===== src/rtl/iter_divider_5bit_pkg.sv =====
// Shared constants and state encoding for the 5-bit iterative restoring divider.
package iter_divider_5bit_pkg;

  localparam int unsigned WIDTH = 5;
  localparam int unsigned CNT_W = 3;

  localparam logic [WIDTH-1:0] DIV0_QUOTIENT = '1;

  typedef enum logic [1:0] {
    IDLE = 2'd0,
    RUN  = 2'd1,
    DONE = 2'd2
  } state_t;

endpackage


===== src/rtl/FA_5bit.sv =====
// 5-bit adder with carry in/out; used by the divider as its trial subtractor.
module FA_5bit (
  input  logic [4:0] A,
  input  logic [4:0] B,
  input  logic       cin,
  output logic [4:0] Sum,
  output logic       Cout
);

  logic [5:0] carry;

  assign carry[0] = cin;

  // Ripple chain of full adders.
  for (genvar i = 0; i < 5; i++) begin : g_bit
    assign Sum[i]     = A[i] ^ B[i] ^ carry[i];
    assign carry[i+1] = (A[i] & B[i]) | (A[i] & carry[i]) | (B[i] & carry[i]);
  end

  assign Cout = carry[5];

endmodule


===== src/rtl/iter_divider_5bit.sv =====
// Unsigned 5-bit restoring divider: one quotient bit per clock behind a start/done handshake.
module iter_divider_5bit
  import iter_divider_5bit_pkg::*;
(
  input  logic             clk,
  input  logic             reset_n,
  input  logic             start,
  input  logic [WIDTH-1:0] dividend,
  input  logic [WIDTH-1:0] divisor,
  output logic             busy,
  output logic             done,
  output logic [WIDTH-1:0] quotient,
  output logic [WIDTH-1:0] remainder,
  output logic             div_by_zero
);

  state_t state_q, state_d;

  logic [WIDTH-1:0] r_q, r_d;
  logic [WIDTH-1:0] q_q, q_d;
  logic [WIDTH-1:0] d_q, d_d;
  logic [CNT_W-1:0] cnt_q, cnt_d;
  logic [WIDTH-1:0] quo_d, rem_d;
  logic             dbz_d;

  logic [WIDTH:0]   rs;
  logic [WIDTH-1:0] fa_sum;
  logic             fa_cout;
  logic             trial_ok;
  logic [WIDTH-1:0] trial_r;
  logic [WIDTH-1:0] trial_q;

  // Shift {R,Q} left; the bit leaving R is kept as rs[WIDTH].
  assign rs = {r_q, q_q[WIDTH-1]};

  FA_5bit u_sub (
    .A    (rs[WIDTH-1:0]),
    .B    (~d_q),
    .cin  (1'b1),
    .Sum  (fa_sum),
    .Cout (fa_cout)
  );

  // No borrow, or the shifted-out bit guarantees Rs >= D.
  assign trial_ok = fa_cout | rs[WIDTH];
  assign trial_r  = trial_ok ? fa_sum : rs[WIDTH-1:0];
  assign trial_q  = {q_q[WIDTH-2:0], trial_ok};

  always_comb begin
    state_d = state_q;
    r_d     = r_q;
    q_d     = q_q;
    d_d     = d_q;
    cnt_d   = cnt_q;
    quo_d   = quotient;
    rem_d   = remainder;
    dbz_d   = div_by_zero;

    case (state_q)
      IDLE: begin
        if (start) begin
          d_d   = divisor;
          r_d   = '0;
          q_d   = dividend;
          cnt_d = '0;
          if (divisor != '0) begin
            state_d = RUN;
          end else begin
            state_d = DONE;
            quo_d   = DIV0_QUOTIENT;
            rem_d   = dividend;
            dbz_d   = 1'b1;
          end
        end
      end
      RUN: begin
        r_d   = trial_r;
        q_d   = trial_q;
        cnt_d = cnt_q + CNT_W'(1);
        if (cnt_q == CNT_W'(WIDTH - 1)) begin
          quo_d   = trial_q;
          rem_d   = trial_r;
          dbz_d   = 1'b0;
          state_d = DONE;
        end
      end
      DONE: begin
        state_d = IDLE;
      end
      default: begin
        state_d = IDLE;
      end
    endcase
  end

  // busy/done are registered from the next state so they line up with RUN/DONE.
  always_ff @(posedge clk) begin
    if (!reset_n) begin
      state_q     <= IDLE;
      r_q         <= '0;
      q_q         <= '0;
      d_q         <= '0;
      cnt_q       <= '0;
      quotient    <= '0;
      remainder   <= '0;
      div_by_zero <= 1'b0;
      busy        <= 1'b0;
      done        <= 1'b0;
    end else begin
      state_q     <= state_d;
      r_q         <= r_d;
      q_q         <= q_d;
      d_q         <= d_d;
      cnt_q       <= cnt_d;
      quotient    <= quo_d;
      remainder   <= rem_d;
      div_by_zero <= dbz_d;
      busy        <= (state_d == RUN);
      done        <= (state_d == DONE);
    end
  end

endmodule


===== config.mk =====
export PLATFORM = sky130hd
export DESIGN_NAME = iter_divider_5bit
export DESIGN_NICKNAME = d
export VERILOG_FILES = /design/src/rtl/iter_divider_5bit_pkg.sv /design/src/rtl/FA_5bit.sv /design/src/rtl/iter_divider_5bit.sv
export SDC_FILE = /design/constraint.sdc
export NUM_CORES = 1
export LEC_CHECK = 0
export BUFFER_PORTS_ARGS = -buffer_cell sky130_fd_sc_hd__buf_2
export CAP_MARGIN = 0
export CORE_UTILIZATION = 41
export DETAILED_ROUTE_END_ITERATION = 10
export GPL_TIMING_DRIVEN = 0
export SLEW_MARGIN = 20
export SYNTH_ARGS = -nofsm -noshare
export SYNTH_HDL_FRONTEND = slang
export SYNTH_HIERARCHICAL = 1
export SYNTH_SLANG_ARGS = --single-unit

===== constraint.sdc =====
create_clock -name clk -period 4.6 [get_ports clk]
set_input_delay 0.23 -clock clk [delete_from_list [all_inputs] [get_ports clk]]
set_output_delay 0.23 -clock clk [all_outputs]
set_load 0.01 [all_outputs]

==> impl_metrics.env, run 1 <==
export IMPL_status="finished, final reports clean"
export IMPL_setup_viol=0
export IMPL_relSlewSlack=0.596
export IMPL_initial_core_util=0.445
export IMPL_hpwl_um=2920
export IMPL_min_path_type="input pin to flop"
export IMPL_chipWidth_um=66.2
export IMPL_clock_sinks=33
export IMPL_p_sw_frac=0.279
export IMPL_clk_pin_slew_ns=0.07
export IMPL_pin_count=26
export IMPL_cts_hold_buffers=0
export IMPL_pwr_share_comb=0.178
export IMPL_cts_root_buf="clkbuf_8"
export IMPL_critical_path_class="flop to flop"
export IMPL_grt_max_degree=11
export IMPL_cts_htree_levels=2
export IMPL_regArea_um2=661
export IMPL_fin_setup_tns_ns=0
export IMPL_p_int_mw=0.483
export IMPL_synth_seq_area_share=0.391
export IMPL_power_frac_seq=0.465
export IMPL_antenna_found_initial=0
export IMPL_wl_per_cell_um=15.5
export IMPL_ir_drop_v=0.000172
export IMPL_setup_slack_ns=1.42
export IMPL_grt_ovfl_total=0
export IMPL_path_cells="inv_1 -> inv_1 -> fa_1 -> inv_1 -> fa_1 -> fa_1 -> fa_1 -> inv_1 -> fa_1 -> inv_1 -> clkbuf_1 -> or4b_1 -> o211ai_1 -> a21oi_1"
export IMPL_clk_latency_ns=0.29
export IMPL_ys_warn_count=6
export IMPL_postRouteAntennaNets=0
export IMPL_skew_ns=0.00598
export IMPL_yosys_register_bits=33
export IMPL_clockBufferDepth=2
export IMPL_cp_buffers_inverters=6
export IMPL_multi_input_area_um2=890
export IMPL_cts_tree="built"
export IMPL_p_switching_mw=0.187
export IMPL_grt_pass1_wl_um=6560
export IMPL_coreArea_mm2=0.00380
export IMPL_cp_top_family="adder cells"
export IMPL_rows=22
export IMPL_grt_pass1_vias=1349
export IMPL_die_h_um=66.2
export IMPL_critPathMaxStageDelay_ns=0.51
export IMPL_min_period_over_period=0.692
export IMPL_synth_cells=178
export IMPL_syn_cell_area_mm2=0.00169
export IMPL_die_area_mm2=0.00438
export IMPL_drv_slew=0
export IMPL_grt_usage=0.204
export IMPL_rsz0062_at_grt="false"
export IMPL_diodes=0
export IMPL_yosysMostFrequentCell="dfxtp_1"
export IMPL_clkPwrFrac=0.357
export IMPL_viasPerCell=5.52
export IMPL_post_cts_setup_buffers=0
export IMPL_hold_viol_final=0
export IMPL_area_delta_synth_final_pct=17.0
export IMPL_numCtsBuffers=5
export IMPL_vias=1429
export IMPL_cts_resized=0
export IMPL_synth_top_cell_by_area="dfxtp_1"
export IMPL_avgSynthCellArea_um2=9.50
export IMPL_io_buffers=25
export IMPL_yosys_top_cells_area="dfxtp_1, fa_1, inv_1, mux2i_1, o211a_1"
export IMPL_syn_num_nets=198
export IMPL_wl_um=4010
export IMPL_initialDrtViolationCount=78
export IMPL_final_nets=230
export IMPL_ys_types=39
export IMPL_synth_edf_count=0
export IMPL_dpl_worst_slack_ns=1.43
export IMPL_p_per_area_mw_per_mm2=339
export IMPL_cp_data_required_time_ns=4.75
export IMPL_fin_crit_ns=3.18
export IMPL_yosys_top_cells_count="dfxtp_1, inv_1, nand2_1, a21oi_1"
export IMPL_crit_fanout=10
export IMPL_tightest_slew_ns=0.606
export IMPL_n_fill_cell=344
export IMPL_crit_path_end_kind="flop"
export IMPL_worst_setup_path_start_kind="flop"
export IMPL_p_leak_nw=0.912
export IMPL_cp_data_arrival_time_ns=3.33
export IMPL_drv_cap=0
export IMPL_drc=0
export IMPL_synth_top_flop_cell="dfxtp_1"
export IMPL_clock_fmax_ghz=0.314
export IMPL_critPathSlowestCell="or4b_1"
export IMPL_drive_gt1_frac=0.232
export IMPL_async_flop_share=0
export IMPL_dr_pass1_iters=4
export IMPL_gp_congestion=0.862
export IMPL_synth_top_area_share=0.391
[sequential cells by signal (all words and copies together), names as in the netlist]
| register | count |
|---|---|
| busy | 1 |
| remainder | 5 |
| q_q | 5 |
| d_q | 5 |
| quotient | 5 |
| r_q | 5 |
| cnt_q | 3 |
| state_q | 2 |
| done | 1 |
| div_by_zero | 1 |
[area by class of cell]
cell class              count  area share
clock inverters             1     0.00253
inverters                  20      0.0380
repair buffers             25      0.0633
clock buffers               7      0.0487
multi-input cells         113       0.450
well taps                  48      0.0304
plain buffers              12      0.0329
flip-flops and latches     33       0.334
[worst min-delay path, stage by stage]
cell and delay, ns:
buf_2 0.09, mux2i_1 0.06, nor2_1 0.08
[logic make-up after synthesis]
family	Yosys count	share of synthesized area
compound gates	52	0.238
simple gates	47	0.176
flops	33	0.391
buf+inv	32	0.0829
fa+ha+maj	7	0.0740
mux	6	0.0355
other cells	1	0.00222
[layer usage]
metal / track usage / part of all wire
met5: 0 / 0
met4: 0.0798 / 0.016
met3: 0.0414 / 0.060
met2: 0.320 / 0.46
met1: 0.273 / 0.46
[final timing paths]
kind               from      to  slack (ns)  depth (start not counted)
min          divisor[0]  d_q[0]        0.21                          3
max              d_q[0]  q_q[0]        1.42                         14
min reg2reg      q_q[0]  q_q[0]        0.48                          2
max reg2reg      d_q[0]  q_q[0]        1.42                         14
[power groups by stage]
stage,registers (mW),logic (mW),clock network [mW]
2_1_floorplan,0.315,0.0835,0
3_3_place_gp,0.317,0.113,0
3_5_place_dp,0.317,0.118,0
4_1_cts,0.311,0.118,0.243
5_1_grt,0.313,0.132,0.254
6_report,0.311,0.119,0.239
[per-stage QoR]
stage	total power, mW	utilization	hold slack (ns)	cell area (µm²)	std cells
CTS	0.672	0.520	0.214	1980	259
detailed placement	0.435	0.494	0.469	1880	251
floorplan	0.399	-	0.372	1690	178
global route	0.699	0.520	0.236	1980	259
finish	0.670	0.520	0.211	1980	259
global placement	0.430	0.494	0.462	1880	251
[placed cells by master, fill, tap and decap left out, drive strengths merged, types with 2 or more instances in the layout]
| cell | n |
|---|---|
| a211oi | 2 |
| a21oi | 11 |
| a311oi | 9 |
| a31oi | 2 |
| and2 | 2 |
| buf | 32 |
| clkbuf | 12 |
| dfxtp | 33 |
| fa | 5 |
| ha | 2 |
| inv | 20 |
| mux2i | 6 |
| nand2 | 16 |
| nand2b | 2 |
| nand4b | 2 |
| nor2 | 8 |
| nor3b | 7 |
| o211a | 6 |
| o21a | 5 |
| o21ai | 10 |
| or4b | 5 |
Power figures use the tool's default switching activity.
==> inputs of run 2 (changes only) <==
clock period = 3.3 ns   (was 4.6 ns; I/O delays follow)
==> impl_metrics.env, run 2 (synthesis gave the netlist of run 1 again) <==
export IMPL_mostFrequentLayoutCells="dfxtp_1, buf_2, inv_1, nand2_1, a21oi_1"
export IMPL_cts_tree="built"
export IMPL_grt_max_degree=11
export IMPL_cp_top_family="adder cells"
export IMPL_diodes=0
export IMPL_rsz0062_at_grt="false"
export IMPL_drive_gt1_frac=0.233
export IMPL_vias=1409
export IMPL_cp_data_required_time_ns=3.49
export IMPL_coreArea_mm2=0.00380
export IMPL_final_nets=229
export IMPL_hpwl_um=2920
export IMPL_status="finished, final reports clean"
export IMPL_skew_ns=0.00799
export IMPL_met2WireLength_um=1820
export IMPL_clk_pin_slew_ns=0.07
export IMPL_antenna_found_initial=0
export IMPL_post_cts_setup_buffers=0
export IMPL_p_per_area_mw_per_mm2=473
export IMPL_numCtsBuffers=5
export IMPL_chipWidth_um=66.2
export IMPL_die_area_mm2=0.00438
export IMPL_clock_sinks=33
export IMPL_initial_core_util=0.445
export IMPL_viasPerCell=5.46
export IMPL_final_area_mm2=0.00197
export IMPL_area_delta_synth_final_pct=16.7
export IMPL_fin_util=0.519
export IMPL_dpl_cell_area_mm2=0.00188
export IMPL_final_common_cell="dfxtp_1"
export IMPL_clockBufferDepth=2
export IMPL_dr_pass1_iters=4
export IMPL_postRouteAntennaNets=0
export IMPL_drv_slew=0
export IMPL_die_h_um=66.2
export IMPL_grt_pass1_vias=1349
export IMPL_io_buffers=25
export IMPL_cts_htree_levels=2
export IMPL_worst_setup_path_start_kind="flop"
export IMPL_clk_latency_ns=0.29
export IMPL_grt_ovfl_total=0
export IMPL_hold_viol_final=0
export IMPL_wl_met3_um=244
export IMPL_grt_usage=0.204
export IMPL_cts_root_buf="clkbuf_8"
export IMPL_fin_crit_ns=3.13
export IMPL_critPathSlowestCell="fa_1"
export IMPL_rows=22
export IMPL_fin_setup_tns_ns=0
export IMPL_critPathMaxStageDelay_ns=0.39
export IMPL_path_cells="inv_1 -> inv_1 -> fa_1 -> inv_1 -> fa_1 -> fa_1 -> fa_1 -> inv_1 -> fa_1 -> inv_1 -> o21a_1 -> or3_1 -> a41o_1"
export IMPL_top_layer_used="met4"
export IMPL_cp_buffers_inverters=5
export IMPL_initialDrtViolationCount=96
export IMPL_cp_data_arrival_time_ns=3.31
export IMPL_drv_cap=0
export IMPL_grt_pass1_wl_um=6560
export IMPL_relSlewSlack=0.582
export IMPL_ir_drop_v=0.000239
export IMPL_crit_path_end_kind="flop"
export IMPL_tightest_slew_ns=0.627
export IMPL_min_period_over_period=0.948
export IMPL_p_leak_nw=0.911
export IMPL_wl_per_cell_um=15.6
export IMPL_setup_viol=0
export IMPL_gp_congestion=0.862
export IMPL_critical_path_class="flop to flop"
export IMPL_wl_um=4030
export IMPL_n_fill_cell=345
export IMPL_min_path_type="input pin to flop"
export IMPL_pin_count=26
export IMPL_met1_length_um=1900
export IMPL_clock_fmax_ghz=0.320
export IMPL_crit_fanout=12
export IMPL_drc=0
## run 2: cell count changes in the layout (fill, tap and decap cells not counted), sizes merged
cell | previous run | this run
clkbuf | 12 | 11
## run 2: path summary, 6_finish.rpt
check | startpoint | endpoint | slack [ns] | cells past startpoint
worst max register to register | d_q[0] | remainder[0] | 0.17 | 13
worst min register to register | q_q[0] | q_q[0] | 0.47 | 2
worst max-delay path | d_q[0] | remainder[0] | 0.17 | 13
worst min-delay path | divisor[0] | d_q[0] | 0.15 | 3
## run 2: worst register-to-register path: stages, from the launching register on
cell     delay, ns
dfxtp_1       0.34
inv_1         0.04
inv_1         0.06
fa_1          0.16
inv_1         0.06
fa_1          0.38
fa_1          0.39
fa_1          0.37
inv_1         0.08
fa_1          0.17
inv_1         0.17
o21a_1        0.23
or3_1         0.33
a41o_1        0.25
## run 2: layout make-up
cell class	count	area (µm²)	share of cell area
Sequential cell	33	661	0.335
Tap cell	48	60.1	0.0304
Timing Repair Buffer	25	125	0.0634
Inverter	20	75.1	0.0380
Multi-Input combinational cell	113	890	0.451
Clock inverter	1	5.00	0.00254
Buffer	11	61.3	0.0311
Clock buffer	7	96.3	0.0488
## run 2: per-stage QoR
| step | power (mW) | hold WS (ns) | std cells | setup WS [ns] |
|---|---|---|---|---|
| floorplan | 0.556 | 0.307 | 178 | 0.391 |
| global placement | 0.600 | 0.424 | 251 | 0.163 |
| detailed placement | 0.607 | 0.447 | 251 | 0.130 |
| CTS | 0.937 | 0.149 | 259 | 0.0977 |
| global route | 0.973 | 0.171 | 258 | 0.0576 |
| finish | 0.933 | 0.147 | 258 | 0.172 |
## run 2: metal layers
layer | up-vias | GRT usage
li1 | 685 | -
met1 | 665 | 0.273
met2 | 52 | 0.320
met3 | 7 | 0.0414
met4 | 0 | 0.0798
met5 | - | 0
## run 2: timing repair
| item | in CTS | in global routing |
|---|---|---|
| gates resized for setup | 0 | 0 |
| setup endpoints to repair | 0 | 3 |
| hold buffers | 0 | 0 |
## run 2: power breakdown
part           leakage [nW]  switching (mW)  internal [mW]
Combinational         0.587          0.0991         0.0647
Clock                0.0542           0.148          0.188
Sequential            0.269          0.0151          0.418
Total                 0.911           0.262          0.672
